$ cat src/rtl/regfile_pkg.sv
// regfile_pkg: shared types and default sizing for the regfile_mp operand store.
package regfile_pkg;

    localparam int DEF_DATA_W = 8;
    localparam int DEF_ADDR_W = 4;
    localparam int DEF_NUM_RD = 2;

    // Background clear sequencer states.
    typedef enum logic {
        ST_IDLE  = 1'b0,
        ST_SWEEP = 1'b1
    } seq_state_e;

endpackage

$ cat src/rtl/regfile_clr_seq.sv
// regfile_clr_seq: background clear sequencer for regfile_mp.
// Sweeps one entry per cycle after a clr pulse, blocks host writes/reserves
// while sweeping and flags each dropped request with a registered wr_err pulse.
module regfile_clr_seq
    import regfile_pkg::*;
#(
    parameter int ADDR_W = DEF_ADDR_W
) (
    input  logic              clk,
    input  logic              rst,
    input  logic              clr,
    input  logic              we,
    input  logic              rsv,
    output logic              host_ok,
    output logic              pend_clr,
    output logic              sweep_we,
    output logic [ADDR_W-1:0] sweep_addr,
    output logic              busy,
    output logic              wr_err
);

    seq_state_e        state_q;
    logic [ADDR_W-1:0] ptr_q;
    logic              busy_q;
    logic              wr_err_q;

    // Host traffic is only honoured in IDLE and not in the cycle that starts a sweep.
    assign host_ok    = (state_q == ST_IDLE) && !clr;
    assign pend_clr   = (state_q == ST_IDLE) && clr;
    assign sweep_we   = (state_q == ST_SWEEP);
    assign sweep_addr = ptr_q;
    assign busy       = busy_q;
    assign wr_err     = wr_err_q;

    // Sequencer state, sweep pointer and registered status outputs.
    always_ff @(posedge clk) begin
        if (rst) begin
            state_q  <= ST_IDLE;
            ptr_q    <= '0;
            busy_q   <= 1'b0;
            wr_err_q <= 1'b0;
        end else begin
            // NOTE: non-blocking assignments here so every register updates from pre-edge values.
            wr_err_q <= (we || rsv) && !host_ok;
            case (state_q)
                ST_IDLE: begin
                    if (clr) begin
                        state_q <= ST_SWEEP;
                        ptr_q   <= '0;
                        busy_q  <= 1'b1;
                    end
                end
                ST_SWEEP: begin
                    ptr_q <= ptr_q + 1'b1;
                    if (ptr_q == '1) begin
                        state_q <= ST_IDLE;
                        busy_q  <= 1'b0;
                    end
                end
                default: begin
                    state_q <= ST_IDLE;
                    busy_q  <= 1'b0;
                end
            endcase
        end
    end

endmodule

$ cat src/rtl/regfile_mp.sv
// regfile_mp: multi-read-port register file with per-entry pending scoreboard
// and background clear sweep.
// Optional feature: define REGFILE_BYPASS_EN to forward same-cycle write data
// to matching read ports; without it, same-cycle reads of dst return old data.
module regfile_mp
    import regfile_pkg::*;
#(
    parameter int DATA_W  = DEF_DATA_W,
    parameter int ADDR_W  = DEF_ADDR_W,
    parameter int NUM_RD  = DEF_NUM_RD,
    parameter int ZERO_R0 = 0
) (
    input  logic                     clk,
    input  logic                     rst,
    input  logic [NUM_RD*ADDR_W-1:0] src,
    output logic [NUM_RD*DATA_W-1:0] rdata,
    output logic [NUM_RD-1:0]        rpend,
    input  logic                     we,
    input  logic [ADDR_W-1:0]        dst,
    input  logic [DATA_W-1:0]        data,
    input  logic                     rsv,
    input  logic [ADDR_W-1:0]        rsv_dst,
    input  logic                     clr,
    output logic                     busy,
    output logic                     wr_err
);

    localparam int DEPTH = 2 ** ADDR_W;

    logic [DATA_W-1:0] mem_q [DEPTH];
    logic [DEPTH-1:0]  pend_q;
    logic [DEPTH-1:0]  pend_d;

    logic              host_ok;
    logic              pend_clr;
    logic              sweep_we;
    logic [ADDR_W-1:0] sweep_addr;
    logic              wr_ok;
    logic              rsv_ok;

    regfile_clr_seq #(
        .ADDR_W (ADDR_W)
    ) u_clr_seq (
        .clk        (clk),
        .rst        (rst),
        .clr        (clr),
        .we         (we),
        .rsv        (rsv),
        .host_ok    (host_ok),
        .pend_clr   (pend_clr),
        .sweep_we   (sweep_we),
        .sweep_addr (sweep_addr),
        .busy       (busy),
        .wr_err     (wr_err)
    );

    // Entry 0 is hard-wired to zero when ZERO_R0 is set, so its traffic is discarded.
    assign wr_ok  = we  && host_ok && !((ZERO_R0 != 0) && (dst == '0));
    assign rsv_ok = rsv && host_ok && !((ZERO_R0 != 0) && (rsv_dst == '0));

    // Next pending vector: clr wipes all, a write clears, a reserve sets (reserve wins).
    always_comb begin
        // NOTE: default assignment first so every path drives pend_d and no latch is inferred.
        pend_d = pend_q;
        if (pend_clr) begin
            pend_d = '0;
        end else begin
            if (wr_ok) begin
                pend_d[dst] = 1'b0;
            end
            if (rsv_ok) begin
                pend_d[rsv_dst] = 1'b1;
            end
        end
    end

    // Pending scoreboard register.
    always_ff @(posedge clk) begin
        if (rst) begin
            pend_q <= '0;
        end else begin
            pend_q <= pend_d;
        end
    end

    // Storage array: reset clears every entry, the sweep owns the write port while busy.
    always_ff @(posedge clk) begin
        if (rst) begin
            // NOTE: the array is reset on purpose; reset must leave every entry reading zero.
            for (int i = 0; i < DEPTH; i++) begin
                mem_q[i] <= '0;
            end
        end else if (sweep_we) begin
            mem_q[sweep_addr] <= '0;
        end else if (wr_ok) begin
            mem_q[dst] <= data;
        end
    end

    // Combinational read ports.
    for (genvar k = 0; k < NUM_RD; k++) begin : g_rd
        logic [ADDR_W-1:0] addr;
        logic              zero_hit;

        assign addr     = src[k*ADDR_W +: ADDR_W];
        assign zero_hit = (ZERO_R0 != 0) && (addr == '0);

`ifdef REGFILE_BYPASS_EN
        logic byp_hit;

        assign byp_hit = we && host_ok && (addr == dst) && !zero_hit;
        assign rdata[k*DATA_W +: DATA_W] = zero_hit ? '0 :
                                           byp_hit  ? data : mem_q[addr];
        assign rpend[k] = zero_hit ? 1'b0 :
                          byp_hit  ? (rsv && (rsv_dst == addr)) : pend_q[addr];
`else
        assign rdata[k*DATA_W +: DATA_W] = zero_hit ? '0 : mem_q[addr];
        assign rpend[k] = zero_hit ? 1'b0 : pend_q[addr];
`endif
    end

endmodule

$ cat config.mk
export PLATFORM = sky130hd
export DESIGN_NAME = regfile_mp
export DESIGN_NICKNAME = d
export VERILOG_FILES = /design/src/rtl/regfile_pkg.sv /design/src/rtl/regfile_clr_seq.sv /design/src/rtl/regfile_mp.sv
export SDC_FILE = /design/constraint.sdc
export NUM_CORES = 1
export LEC_CHECK = 0
export BUFFER_PORTS_ARGS = -buffer_cell sky130_fd_sc_hd__buf_4
export CORE_MARGIN = 1
export CORE_UTILIZATION = 25
export CTS_BUF_LIST = sky130_fd_sc_hd__clkbuf_16
export CTS_CLUSTER_SIZE = 40
export DETAILED_ROUTE_END_ITERATION = 7
export GPL_ROUTABILITY_DRIVEN = 0
export PLACE_DENSITY = 0.49
export SETUP_SLACK_MARGIN = 0.5
export SLEW_MARGIN = 20
export SYNTH_ARGS = -nofsm -noshare
export SYNTH_HDL_FRONTEND = slang
export SYNTH_SLANG_ARGS = --single-unit
$ cat constraint.sdc
create_clock -name clk -period 4.8 [get_ports clk]
set_input_delay 1.2 -clock clk [delete_from_list [all_inputs] [get_ports clk]]
set_output_delay 1.2 -clock clk [all_outputs]
set_load 0.005 [all_outputs]
; ---- Yosys cells after proc, flatten, opt, wreduce, memory -nomap -nowiden
; Memory sizes are Yosys's and may differ from the RTL's.
; Cells that the tools add are included.
[word_totals]
ramBits = 128
mem_count = 1
register_bits = 23
out_inout_bits = 20
[op_classes]
order_cmp = 6
n_bitwise = 4
muxes = 34
add_sub_neg = 1
n_eq_ne = 3
n_reduce_logical = 14
[mem_list]
columns = memory, words, word_bits, read_ports, rd_clocked_by_memory_dff, write_ports, line_no
row1 = mem_q, 16, 8, 2, 0, 16, regfile_mp.sv:30  ; logic [DATA_W-1:0] mem_q [DEPTH];
[ops]
columns = op, count
row1 = $mux 16, 3
row2 = $lt 4x5->1 const B, 4
row3 = $mux 1, 19
row4 = $and 16x16->16, 1
row5 = $mux 8, 2
row6 = $not 16->16, 1
row7 = $or 16x16->16, 1
row8 = $reduce_or 8->1, 2
row9 = $mux 4, 3
row10 = $bmux 1 s4, 2
row11 = $demux 1 s4, 2
row12 = $ge 4x1->1 const B, 2
row13 = $pmux 4 s2, 1
row14 = $logic_and 1x1->1, 7
row15 = $add 4x1->4 const B, 1
row16 = $eq 4x4->1 const B, 1
row17 = $ne 2x2->1 const B, 2
row18 = $pmux 1 s2, 2
row19 = $logic_not 1->1, 2
row20 = $reduce_and 2->1, 1
row21 = $reduce_or 2->1, 1
row22 = $logic_or 1x1->1, 1
row23 = $not 1->1, 1

; ---- Depth between registers and ports, before layout
[logic_depth]
ltp_word = 10
ltp_mapped = 6

; ---- By module
; From an unflattened synthesis, not the netlist that was laid out.
[unflattened]
hier_cells = 624
area_unflattened_um2 = 8640.8
[by_module_without_submodules]
columns = module, area_per_inst_um2, seq_area_each_um2, cells_per_inst, instances
row1 = regfile_mp, 8319.2, 4164.0, 593, 1
row2 = regfile_clr_seq, 321.6, 140.1, 31, 1

; ---- Worst setup path after synthesis
; No wires, ideal clock.
[synth_timing]
path_kind = input-to-reg
start = input port clr
end = memory mem_q[0][0] (netlist name) (enable)
path_buffers = 3
path_slack_ps = 926
setup_ps = 398
t_arrival_ps = 3476
cell_stages = 6
required_time_ps = 4402
path_cell_list = buf_2 -> nor4b_4 -> mux2_2 -> buf_2 -> buf_2 -> o41ai_1
[synth_lines]
columns = element, line_no
row1 = "start, declared", regfile_mp.sv:23  ; input logic clr,
row2 = "end, declared", regfile_mp.sv:30

; ---- Final worst setup path
[layout_timing]
start = input port src[4]
end = output port rdata[12]
[layout_between]
elab_chain_len = 1
[layout_rtl]
columns = element, line_no
row1 = "start, declared", regfile_mp.sv:15  ; input logic [NUM_RD*ADDR_W-1:0] src,
row2 = $mem_v2 16x8, n/a
row3 = "end, declared", regfile_mp.sv:16  ; output logic [NUM_RD*DATA_W-1:0] rdata,
; Every way passes these cells.

==> results.tsv <==
stage	metric	value	unit
run_status	status	complete, no violations	
setup_path	worst r2r dst	mem_q[4][6]$_SDFFCE_PN0P_	
layout	share of cells above drive strength 1	33.59	%
timing	slew of the pin with the lowest slew margin	1.049	ns
floorplanning	Starting Density	25.62	%
hold_path	min-delay src	u_clr_seq.busy$_SDFFE_PP0P_	
placement	dpl cells	1059	
setup_path	Critical-path top delay cell	mux4_2	
logic_synthesis	Mapped Cells	608	
timing	Clock Skews	0.007957	ns
layout	commonest cells after routing, fill and taps aside	nor4_1, edfxtp_1, buf_4	
routing	via count	6162	
grt	remaining global-route overflow	0	
floorplanning	core footprint	32870	sq um
setup_path	Critical Path AT	2.88	ns
setup_path	Setup crit end kind	primary output	
grt	largest net degree at the start of global routing	55	
timing	max-slew violations	0	
timing	RSZ-0062 raised after global routing	no	
floorplanning	row count	66	
layout	# nets final	666	
setup_path	crit path cell chain	buf_4 -> buf_12 -> mux4_2 -> a22oi_1 -> nand2_1 -> buf_4	
setup_path	max incr delay on CP	0.53	ns
layout	Finished Layout Cells	1091	
routing	ANT nets after route	0	
routing	number of vias per cell	5.648	
setup_path	crit path kind	in2out	
routing	drt first pass iters	5	
routing	DR iter-0 viols	614	
cts	TritonCTS clock tree	built	
placement	Detailed Place HPWL	17.98	mm
logic_synthesis	Avg Inst Size Synth	13.85	sq um
logic_synthesis	Syn. warnings	0	
logic_synthesis	synthesized cell area	8421	sq um
setup_path	Startpoint Class	input port	
routing	routed len/inst	24.99	um
layout	Layout area overhead	18.62	%
setup_path	CP most frequent cell	buf_4	
grt	vias in the first global route	6156	
cts	CTS Buffer Depth	2	
cts	Num CTS Buffers	17	
timing	post-route setup slack	0.7239	ns
job	max cap viols	0	
cts	post-CTS sizing	0	
logic_synthesis	post-synthesis sequential area ratio	51.11	%
grt	global-route wire length before repair	40.63	mm
setup_path	worst path required time	3.60	ns
timing	setup TNS	0	ns
cts	H-tree levels	4	
floorplanning	Die Y	185.5	um
timing	final setup fails	0	
logic_synthesis	syn_nets	638	
hold_path	hold depth	2	
cts	post-CTS setup buffers	0	
timing	min Tclk post-route	4.076	ns
timing	Max-slew headroom	29.79	%
hold_path	hold endpoint	u_clr_seq.busy$_SDFFE_PP0P_	
logic_synthesis	Distinct cells, synth	39	
grt	antenna violations before repair	0	
hold_path	worst min path class	reg2reg	
setup_path	Max FO, Critical Path	24	
setup_path	reg2reg path depth	4	
cts	Clk pin slew, worst setup/hold paths	0.06	ns
layout	most common cell after layout, fill and taps aside	nor4_1	
layout	n_diodes	0	
floorplanning	chip width	185.5	um
setup_path	setup slack, reg-to-reg	1.56	ns
timing	Max Fclk	245.3	MHz
logic_synthesis	post-synthesis sequential element count	151	
floorplanning	die area	34420	sq um
cts	clock sinks	151	
routing	final wirelength	27.27	mm
cts	Skew-Pair Late Insertion Delay	0.43	ns
routing	Post-route DRC	0	
layout	Layout fillers	3326	
timing	final worst path period share	84.92	%
setup_path	worst reg2reg startpoint	u_clr_seq.sweep_we$_SDFF_PP0_	
timing	hold slack	0.5380	ns
cts	CTS root buffer	clkbuf_16	
timing	final hold viol count	0	
pwr	total power	3.189	mW
pwr	leakage power	3.141	nW
placement	Port-buffer cells	48	
pwr	VDD IR max	222.7	uV
placement	dpl ws	0.7273	ns
floorplanning	# IOs	49	
cts	CTS Hold Buffers Added	0	
grt	gr usage total	16.32	%
pwr	PwrDens	319.3	nW/um^2
-- routing by layer --
layer	part of all wire, %	up-vias	global-route usage, %
li1	-	2705	-
met1	47	3204	23.42
met2	44	230	24.36
met3	7.6	23	3.991
met4	1.3	0	4.298
met5	0	-	0
-- worst max-delay path: cells and delay by family --
kind            cells  cell delay [ns]
buf+inv             3             0.70
mux                 1             0.53
compound gates      1             0.30
simple gates        1             0.10
-- synth_stat cells --
cell      count  area [sq um]
mux4_2       72          1622
mux2i_1       3         30.03
mux2_2        2         22.52
mux2i_2       1         13.76
nor4b_1       3         26.28
nand3_1      15         75.07
nor2_1       10         37.54
nor4b_2       1         15.01
a41oi_1       1         8.760
o41ai_1       6         52.55
and2_1        3         18.77
buf_2        32         160.2
nor3b_1       1         7.510
nand4_1       2         12.51
nor4bb_1      3         30.03
buf_6         1         11.26
clkbuf_1     43         161.4
nor3_1        4         20.02
inv_1         1         3.750
buf_1         4         15.01
dfxtp_1      23         460.4
nand4b_1      2         17.52
a21oi_1       2         10.01
o21ai_0       2         10.01
ha_1          1         12.51
a22oi_1      36         270.3
nand3b_1     14         105.1
mux2_1        1         11.26
nor2b_1       8         50.05
nand2_1      20         75.07
xor2_1        1         8.760
a32o_1       16         160.2
and4b_1       3         30.03
edfxtp_1    128          3844
o41ai_2      10         162.7
nor4b_4       1         23.77
nor4_1      129         807.0
and4_1        1         8.760
o21ai_1       2         10.01
-- kinds of logic (layout without fill, tap and decap cells) --
group / count (synthesis) / in the layout / share of synthesized area (%)
AO/OA/AOI/OAI: 75 / 75 / 8.128
XOR/XNOR: 1 / 1 / 0.1040
adder cells (fa/ha/maj): 1 / 1 / 0.1486
buffers and inverters: 81 / 122 / 4.175
flip-flops: 151 / 151 / 51.11
multiplexers: 79 / 79 / 20.18
AND/OR/NAND/NOR: 220 / 220 / 16.15
-- final cells by class --
class	instances	area, sq um	area share, %
clock buffers	17	425.4	4.259
clock inverters	15	140.1	1.403
inverters	1	3.754	0.03758
multi-input cells	376	3869	38.73
flip-flops and latches	151	4304	43.09
well taps	442	553.0	5.537
repair buffers	89	693.2	6.940
-- registers in the layout (all words and copies together) (netlist names) --
signal                flops
pend_q                   16
u_clr_seq.sweep_we        1
u_clr_seq.sweep_addr      4
mem_q                   128
u_clr_seq.wr_err          1
u_clr_seq.busy            1
-- stage by stage --
stage	utilization [%]	area, sq um
2_1_floorplan	-	8421
3_3_place_gp	28.62	9408
3_5_place_dp	28.66	9419
4_1_cts	30.38	9985
5_1_grt	30.39	9988
6_report	30.39	9988
-- report_power, final --
part / internal, mW / total [mW] / switching, mW
clock network: 0.687 / 1.30 / 0.617
logic: 0.167 / 0.396 / 0.229
registers: 1.46 / 1.49 / 0.0271
-- worst max path at each step --
stage | endpoint | slack (ns) | cells past startpoint | from
after floorplan | mem_q[0][0]$_SDFFCE_PN0P_ | 0.93 | 6 | clr
after global placement | mem_q[10][6]$_SDFFCE_PN0P_ | 0.70 | 5 | clr
after detailed placement | rdata[3] | 0.73 | 6 | src[0]
after CTS | rdata[12] | 0.72 | 6 | src[4]
after global routing | rdata[12] | 0.60 | 6 | src[4]
final | rdata[12] | 0.72 | 6 | src[4]
No activity file was read; power rests on OpenSTA's default activity.
